$ cat src/rtl/fabric_pkg.sv
// Shared types and constants for the fabric round-robin arbiter.
package fabric_pkg;

  localparam int FAB_WIDTH = 32;

  typedef enum logic [1:0] {
    IDLE  = 2'd0,
    ISSUE = 2'd1,
    WAIT  = 2'd2,
    RESP  = 2'd3
  } state_t;

endpackage

$ cat src/rtl/rr_pick.sv
// Combinational round-robin select: first requester at or above ptr, wrapping mod N.
module rr_pick #(
  parameter int N  = 4,
  parameter int IW = (N > 1) ? $clog2(N) : 1
) (
  input  logic [N-1:0]  req,
  input  logic [IW-1:0] ptr,
  output logic [IW-1:0] idx,
  output logic          any
);

  int          c;
  logic [IW-1:0] cand;

  always_comb begin
    // NOTE: every output gets a default before the loop so no path leaves it unassigned (no latch).
    idx  = '0;
    any  = 1'b0;
    c    = 0;
    cand = '0;
    // Walk offsets from farthest to nearest so the closest requester to ptr wins.
    for (int k = N - 1; k >= 0; k--) begin
      c = int'(ptr) + k;
      if (c >= N) c = c - N;
      cand = IW'(c);
      if (req[cand]) begin
        idx = cand;
        any = 1'b1;
      end
    end
  end

endmodule

$ cat src/rtl/fabric_rr_arbiter.sv
// Round-robin arbiter sequencing one read/write at a time from N masters onto a single
// fabric port, returning completion, read data and timeout error to the granted master.
module fabric_rr_arbiter
  import fabric_pkg::*;
#(
  parameter int N_MST   = 4,
  parameter int WIDTH   = FAB_WIDTH,
  parameter int TIMEOUT = 15
) (
  input  logic                   clk,
  input  logic                   rst,
  input  logic [N_MST-1:0]       m_req,
  input  logic [N_MST-1:0]       m_we,
  input  logic [N_MST*WIDTH-1:0] m_wdata,
  output logic [N_MST-1:0]       m_gnt,
  output logic [N_MST-1:0]       m_rvalid,
  output logic                   m_err,
  output logic [WIDTH-1:0]       m_rdata,
  output logic                   fab_read_req,
  output logic                   fab_write_req,
  output logic [WIDTH-1:0]       fab_write_data,
  input  logic [WIDTH-1:0]       fab_read_data,
  input  logic                   fab_resp_valid
);

  localparam int IW = (N_MST > 1) ? $clog2(N_MST) : 1;
  localparam int TW = $clog2(TIMEOUT + 1);

  state_t           state;
  logic [IW-1:0]    ptr;
  logic [IW-1:0]    idx;
  logic             we_q;
  logic [TW-1:0]    timer;
  logic [TW-1:0]    timer_nxt;

  logic [IW-1:0]    pick_idx;
  logic             pick_any;
  logic [WIDTH-1:0] pick_wdata;
  logic [N_MST-1:0] pick_oh;
  logic [N_MST-1:0] idx_oh;

  rr_pick #(.N(N_MST), .IW(IW)) u_pick (
    .req (m_req),
    .ptr (ptr),
    .idx (pick_idx),
    .any (pick_any)
  );

  always_comb begin
    pick_wdata = '0;
    for (int i = 0; i < N_MST; i++) begin
      if (pick_idx == IW'(i)) pick_wdata = m_wdata[i*WIDTH +: WIDTH];
    end
  end

  assign pick_oh   = N_MST'(1) << pick_idx;
  assign idx_oh    = N_MST'(1) << idx;
  assign timer_nxt = timer + TW'(1);

  // NOTE: all state and output registers use non-blocking assignments so every flop samples
  // pre-edge values, independent of statement order in this block.
  always_ff @(posedge clk) begin
    if (rst) begin
      state          <= IDLE;
      ptr            <= '0;
      idx            <= '0;
      we_q           <= 1'b0;
      timer          <= '0;
      m_gnt          <= '0;
      m_rvalid       <= '0;
      m_err          <= 1'b0;
      m_rdata        <= '0;
      fab_read_req   <= 1'b0;
      fab_write_req  <= 1'b0;
      fab_write_data <= '0;
    end else begin
      // Pulses default low; only the state being entered raises them for one cycle.
      m_gnt         <= '0;
      m_rvalid      <= '0;
      fab_read_req  <= 1'b0;
      fab_write_req <= 1'b0;
      case (state)
        IDLE, RESP: begin
          if (pick_any) begin
            idx            <= pick_idx;
            we_q           <= m_we[pick_idx];
            fab_write_data <= pick_wdata;
            fab_write_req  <= m_we[pick_idx];
            fab_read_req   <= ~m_we[pick_idx];
            m_gnt          <= pick_oh;
            state          <= ISSUE;
          end else begin
            state <= IDLE;
          end
        end
        ISSUE: begin
          ptr   <= (idx == IW'(N_MST - 1)) ? '0 : idx + 1'b1;
          timer <= '0;
          state <= WAIT;
        end
        WAIT: begin
          if (fab_resp_valid) begin
            m_rdata  <= we_q ? '0 : fab_read_data;
            m_err    <= 1'b0;
            m_rvalid <= idx_oh;
            state    <= RESP;
          end else begin
            timer <= timer_nxt;
            // Give up after TIMEOUT cycles in WAIT.
            if (timer_nxt == TW'(TIMEOUT)) begin
              m_rdata  <= '0;
              m_err    <= 1'b1;
              m_rvalid <= idx_oh;
              state    <= RESP;
            end
          end
        end
        default: state <= IDLE;
      endcase
    end
  end

endmodule
$ cat config.mk
export PLATFORM = sky130hd
export DESIGN_NAME = fabric_rr_arbiter
export DESIGN_NICKNAME = d
export VERILOG_FILES = /design/src/rtl/fabric_pkg.sv /design/src/rtl/rr_pick.sv /design/src/rtl/fabric_rr_arbiter.sv
export SDC_FILE = /design/constraint.sdc
export NUM_CORES = 1
export LEC_CHECK = 0
export ABC_AREA = 1
export BUFFER_PORTS_ARGS = -buffer_cell sky130_fd_sc_hd__buf_4
export CAP_MARGIN = 0
export CORE_UTILIZATION = 40
export DETAILED_ROUTE_END_ITERATION = 8
export PLACE_DENSITY = 0.75
export SLEW_MARGIN = 0
export SYNTH_ARGS = -nofsm -noshare
export SYNTH_HDL_FRONTEND = slang
export SYNTH_SLANG_ARGS = --single-unit
$ cat constraint.sdc
create_clock -name clk -period 4 [get_ports clk]
set_input_delay 0.8 -clock clk [delete_from_list [all_inputs] [get_ports clk]]
set_output_delay 0.8 -clock clk [all_outputs]
set_load 0.01 [all_outputs]
-- Word level (Yosys, flattened, before mapping)
Cells that the tools add are included.
- output and inout port bits: 75
- input port bits: 171
- register bits: 86
- logic and storage cells: 96
- order comparisons: 9
- shift operators: 2
- multiplexer cells: 40
- add/subtract/negate cells: 9
- bitwise gates (word level): 4
- equal/unequal tests: 10
- reduce and logical (&&, ||, !) cells: 10
- operators with widths (operator ; number):
    2-to-1 mux 32 bit ; 7
    2-to-1 mux 2 bit ; 11
    less-than comparator 2 x 3 -> 1 bit, second input constant ; 5
    2-to-1 mux 1 bit ; 12
    2-to-1 mux 4 bit ; 3
    binary-select mux 1 bit (select 2 bit) ; 5
    equality test 2 bit, second input constant ; 5
    >= comparator 3 bit, second input constant ; 3
    case mux 4 bit (2 select lines) ; 1
    << shifter 1 x 2 -> 4 bit, first input constant ; 2
    subtractor 2 x 1 -> 2 bit, second input constant ; 4
    adder 2 x 2 -> 3 bit, second input constant ; 2
    case mux 2 bit (3 select lines) ; 1
    AND reduction 2 bit ; 3
    adder 4 x 1 -> 4 bit, second input constant ; 1
    equality test 2 x 1 -> 1 bit, second input constant ; 2
    equality test 4 bit, second input constant ; 1
    zero test 2 bit ; 2
    NOT 1 bit ; 4
    nonzero test 2 bit ; 2
    OR reduction 2 bit ; 2
    adder 2 x 1 -> 3 bit, second input constant ; 1
    >= comparator 2 x 3 -> 1 bit, second input constant ; 1
    != test 3 bit, second input constant ; 1
    3 further kinds ; 3

-- Depth between registers and ports, before layout
- word-level depth: 14
- gate-level depth with buffers: 17
- mapped depth without buffers: 15

-- Modules after synthesis
From an unflattened synthesis, not the netlist that was laid out.
- cells, all modules: 662
- area total of the unflattened synthesis: 4484.3 µm²
- modules (own cells, without submodules) (module ; area each (µm²) ; cells each ; sequential area each (µm²) ; times used):
    fabric_rr_arbiter ; 4269.1 ; 618 ; 1721.7 ; 1
    rr_pick ; 215.2 ; 44 ; 0.0 ; 1

-- Worst setup path after synthesis
No wires, ideal clock.
- path kind: in2reg
- start point: input port m_req[0]
- end point: register fab_write_data[10]
- arrival time: 1959 ps
- stages on the path: 16
- library setup time: 143 ps
- required time: 3857 ps
- path buffers: 1
- path slack: 1898 ps
- cells stage by stage: inv_1 nand2_4 and2_4 nand2_4 nand2_4 inv_4 nand2_2 nand2_4 nand2_8 inv_6 nand2_4 buf_6 nor2_1 nor2_1 nand2_1 a21oi_2
- cells in the longest elaborated chain, start to end: 11
- elaborated cells between the ends (all ways): 25
- those cells by class: eq/ne (3); mux (20); reduce/logical (2)
- RTL lines (item ; line ; text):
    start, declared ; fabric_rr_arbiter.sv:12 ; input logic [N_MST-1:0] m_req,
    binary-select mux 1 bit (select 2 bit) ; rr_pick.sv:26 ; if (req[cand]) begin
    2-to-1 mux 1 bit (not written as such) ; rr_pick.sv:26 ;
    2-to-1 mux 2 bit (4 in a row) ; rr_pick.sv:26 ;
    zero test 2 bit ; fabric_rr_arbiter.sv:52 ; if (pick_idx == IW'(i)) pick_wdata = m_wdata[i*WIDTH +: WIDTH];
    2-to-1 mux 32 bit (4 in a row) ; fabric_rr_arbiter.sv:52 ;
    end signal, assigned ; fabric_rr_arbiter.sv:87 ; fab_write_data <= pick_wdata;
    end, declared ; fabric_rr_arbiter.sv:21 ; output logic [WIDTH-1:0] fab_write_data,
Several ways; a longest one is shown, not always the timed one. The select of a mux whose other input is x is not followed.
A chain may end at the register's enable or synchronous reset.

-- Final worst setup path
- start point: register timer[0]
- end point: register m_rdata[14]
- cells in the longest elaborated chain, start to end: 4
- RTL lines (item ; line ; text):
    start, declared ; fabric_rr_arbiter.sv:33 ; logic [TW-1:0] timer;
    start signal, assigned ; fabric_rr_arbiter.sv:108 ; timer <= timer_nxt;
    adder 4 x 1 -> 4 bit ; fabric_rr_arbiter.sv:58 ; assign timer_nxt = timer + TW'(1);
    equality test 4 bit ; fabric_rr_arbiter.sv:110 ; if (timer_nxt == TW'(TIMEOUT)) begin
    nonzero test 2 bit (no line) ; n/a ;
    AND reduction 2 bit (no line) ; n/a ;
    end signal, assigned ; fabric_rr_arbiter.sv:103 ; m_rdata <= we_q ? '0 : fab_read_data;
    end, declared ; fabric_rr_arbiter.sv:18 ; output logic [WIDTH-1:0] m_rdata,
Every way passes these cells.

==> flow_metrics.tcl <==
set metrics [dict create \
    status "complete, but fails checks" \
    violations "DRC" \
    min_period_ps 2610 \
    syn2layout_area_growth_pct 43.1 \
    regToRegEndpoint "m_rdata[14]$_SDFFE_PP0P_" \
    rsz0062_at_grt "false" \
    ios 246 \
    critPathLaunchType "register" \
    first_pass_iters 7 \
    setup_violations 0 \
    synth_seq_cells 86 \
    maxCapViolCount 0 \
    gp_congestion 0.836 \
    gr-total-overflow 0 \
    vias 5183 \
    cts_setup_buffers 0 \
    portBuffers 245 \
    synthArstFlopShare_pct 0 \
    grt_pass1_vias 4868 \
    cts-root-buf "clkbuf_16" \
    tightestPinTransition_ps 986 \
    final_nets 1093 \
    stdcell_area_um2 6920 \
    grt_max_degree 61 \
    die_area_um2 12500 \
    syn_area_um2 4830 \
    drt_iter0_markers 448 \
    post_cts_resized 0 \
    vias_per_cell 4.88 \
    ys_types 34 \
    synthTopCellsByArea "dfxtp_1 (36%), nand2_1 (12%), nand3_1 (10%)" \
    core_area_um2 11600 \
    finalHoldViolations 0 \
    seq_area_frac_synth_pct 35.6 \
    grt_pass1_wl_um 23200 \
    relSlewSlack_pct 34.2 \
    fin_setup_tns_ps 0 \
    cts_max_level 3 \
    crit_fanout 34 \
    fin_crit_sh_pct 65.2 \
    r2r_slack_ps 1390 \
    synth_top_cell_by_area "dfxtp_1" \
    antenna_found_initial 0 \
    r2r_cells 10 \
    numCtsBuffers 9 \
    synth-edff-count 0 \
    fin_worst_skew_ps 6.71 \
    dpl_cell_area_um2 6610 \
    worstHoldStart "m_rdata[10]$_SDFFE_PP0P_" \
    syn-num-nets 876 \
    path_class "register to register" \
    hold_depth 2 \
    worst_ep_arrival_time_ps 2870 \
    rows 39 \
    fin_cells 1062 \
    totalWireLength_um 14200 \
    cts-hold-fix-buffers 0 \
    cts_max_path_buffers 2 \
    multi_input_area_um2 2630 \
    hpwl_um 10500 \
    nFillCells 1121 \
    slew_viol_final 0 \
    drc_errors 17 \
    synthFlopType "dfxtp_1" \
    wl_per_cell_um 13.4 \
    cp-end-kind "register" \
    finish.utilization_pct 59.6 \
    leakagePower_uw 0.00333 \
    rr_startpoint "timer[0]$_SDFFE_PP0P_" \
    start_util_pct 41.6 \
    required_ps 4260 \
    final_antenna_net_count 0 \
    whs_endpoint "m_rdata[10]$_SDFFE_PP0P_" \
    p_per_area_nw_per_um2 739 \
    clock_latency_ps 330 \
    yosysWarnings 0 \
    vdd_drop_max_mv 0.412 \
    drive_above_1_share_pct 36.0 \
    cts.sinks 86 \
    synth_top_area_share_pct 35.6 \
    max_clock_freq_ghz 0.383 \
    die_h_um 112 \
    syn_avg_cell_area_um2 6.94 \
    cts_tree "built" \
    seqCellArea_um2 1720 \
    num_antenna_cells 0 \
    syn_inst 697 \
    die_w_um 112 \
    clk_pin_slew_ps 60 \
    hold_class "register to register" \
    placedCellCount 1046 \
    grt_usage_pct 23.0 \
]
power by group:
| group | leakage [µW] | switching, µW | internal (µW) |
|---|---|---|---|
| Combinational | 0.00249 | 1980 | 1120 |
| Clock | 0.000145 | 338 | 520 |
| Sequential | 0.000703 | 111 | 1040 |
| Total | 0.00333 | 2420 | 2690 |
Yosys cell counts, drive strengths merged, types with 8 or more instances:
cell,n
nand2,174
o21ai,19
inv,51
dfxtp,86
clkbuf,17
a21oi,65
nor2,120
nand3,120
buf,26
ha,8
flip-flops by register name, indices dropped and copies added (netlist names):
| signal | flops |
|---|---|
| ptr | 2 |
| idx | 2 |
| state | 2 |
| we_q | 1 |
| m_rvalid | 4 |
| fab_write_req | 1 |
| m_err | 1 |
| m_rdata | 32 |
| timer | 4 |
| m_gnt | 4 |
| fab_read_req | 1 |
| fab_write_data | 32 |
how the worst max path moves through the flow:
stage / start / to
3_3_place_gp: m_req[1] / fab_write_data[30]$_SDFFE_PP0N_
6_report: timer[0]$_SDFFE_PP0P_ / m_rdata[14]$_SDFFE_PP0P_
5_1_grt: timer[0]$_SDFFE_PP0P_ / m_rdata[14]$_SDFFE_PP0P_
3_5_place_dp: m_req[0] / fab_write_data[30]$_SDFFE_PP0N_
4_1_cts: timer[0]$_SDFFE_PP0P_ / m_rdata[14]$_SDFFE_PP0P_
2_1_floorplan: m_req[0] / fab_write_data[10]$_SDFFE_PP0N_
cell usage in the layout, fill, tap and decap left out, types with 2 or more instances in the layout:
cell and count:
inv_4 2, dfxtp_1 86, clkbuf_8 2, nor2_1 116, inv_6 2, buf_4 249
xnor2_1 2, nor3_1 2, nand3_1 99, clkinvlp_4 2, nand4_1 2, o21ai_0 18
ha_1 8, nand3_2 20, nand2_4 7, a21oi_1 47, a21oi_2 18, nand2_1 160
nor2_8 2, nand2_2 6, inv_1 45, clkbuf_16 9, inv_2 2
metrics by stage:
step           total power [µW]  setup WS (ps)  hold WS [ps]
6_report                   5110           1390           464
4_1_cts                    5170           1360           467
3_3_place_gp               4250           1230           454
3_5_place_dp               4290           1180           457
2_1_floorplan              3740           1900           448
5_1_grt                    5580           1130           479
area by class of cell:
class	instances	area share, %
well taps	143	2.59
clock buffers	12	3.71
repair buffers	249	27.0
clock inverters	4	0.778
multi-input cells	517	38.0
flip-flops and latches	86	24.9
inverters	51	3.02
kinds of logic (layout without fill, tap and decap cells):
kind of cell	after synthesis	in the layout	share of synthesized area, %
AOI/OAI and AO/OA	86	86	10.6
xor gates and xnor gates	2	2	0.362
adders and majority gates	8	8	2.07
buffers and inverters	94	316	10.4
DFF	86	86	35.6
and+or+nand+nor	421	421	40.9
routing by layer:
metal  wire, µm  share of wire [%]  track usage, %  vias to the layer above
met4        369                2.6            8.89                        0
met1       5880                 41            27.2                     2277
met5          0                  0               0                        -
met3       1200                8.4            5.23                       27
li1           -                  -               -                     2668
met2       6770                 48            40.2                      211
critical path: stages (launching register included):
cell	delay [ps]
dfxtp_1	350
ha_1	220
xnor2_1	120
inv_1	70
nand3_1	70
nand2_1	200
nand2_1	80
buf_4	250
inv_1	760
nand3_1	220
a21oi_1	170
Power figures use the tool's default switching activity.
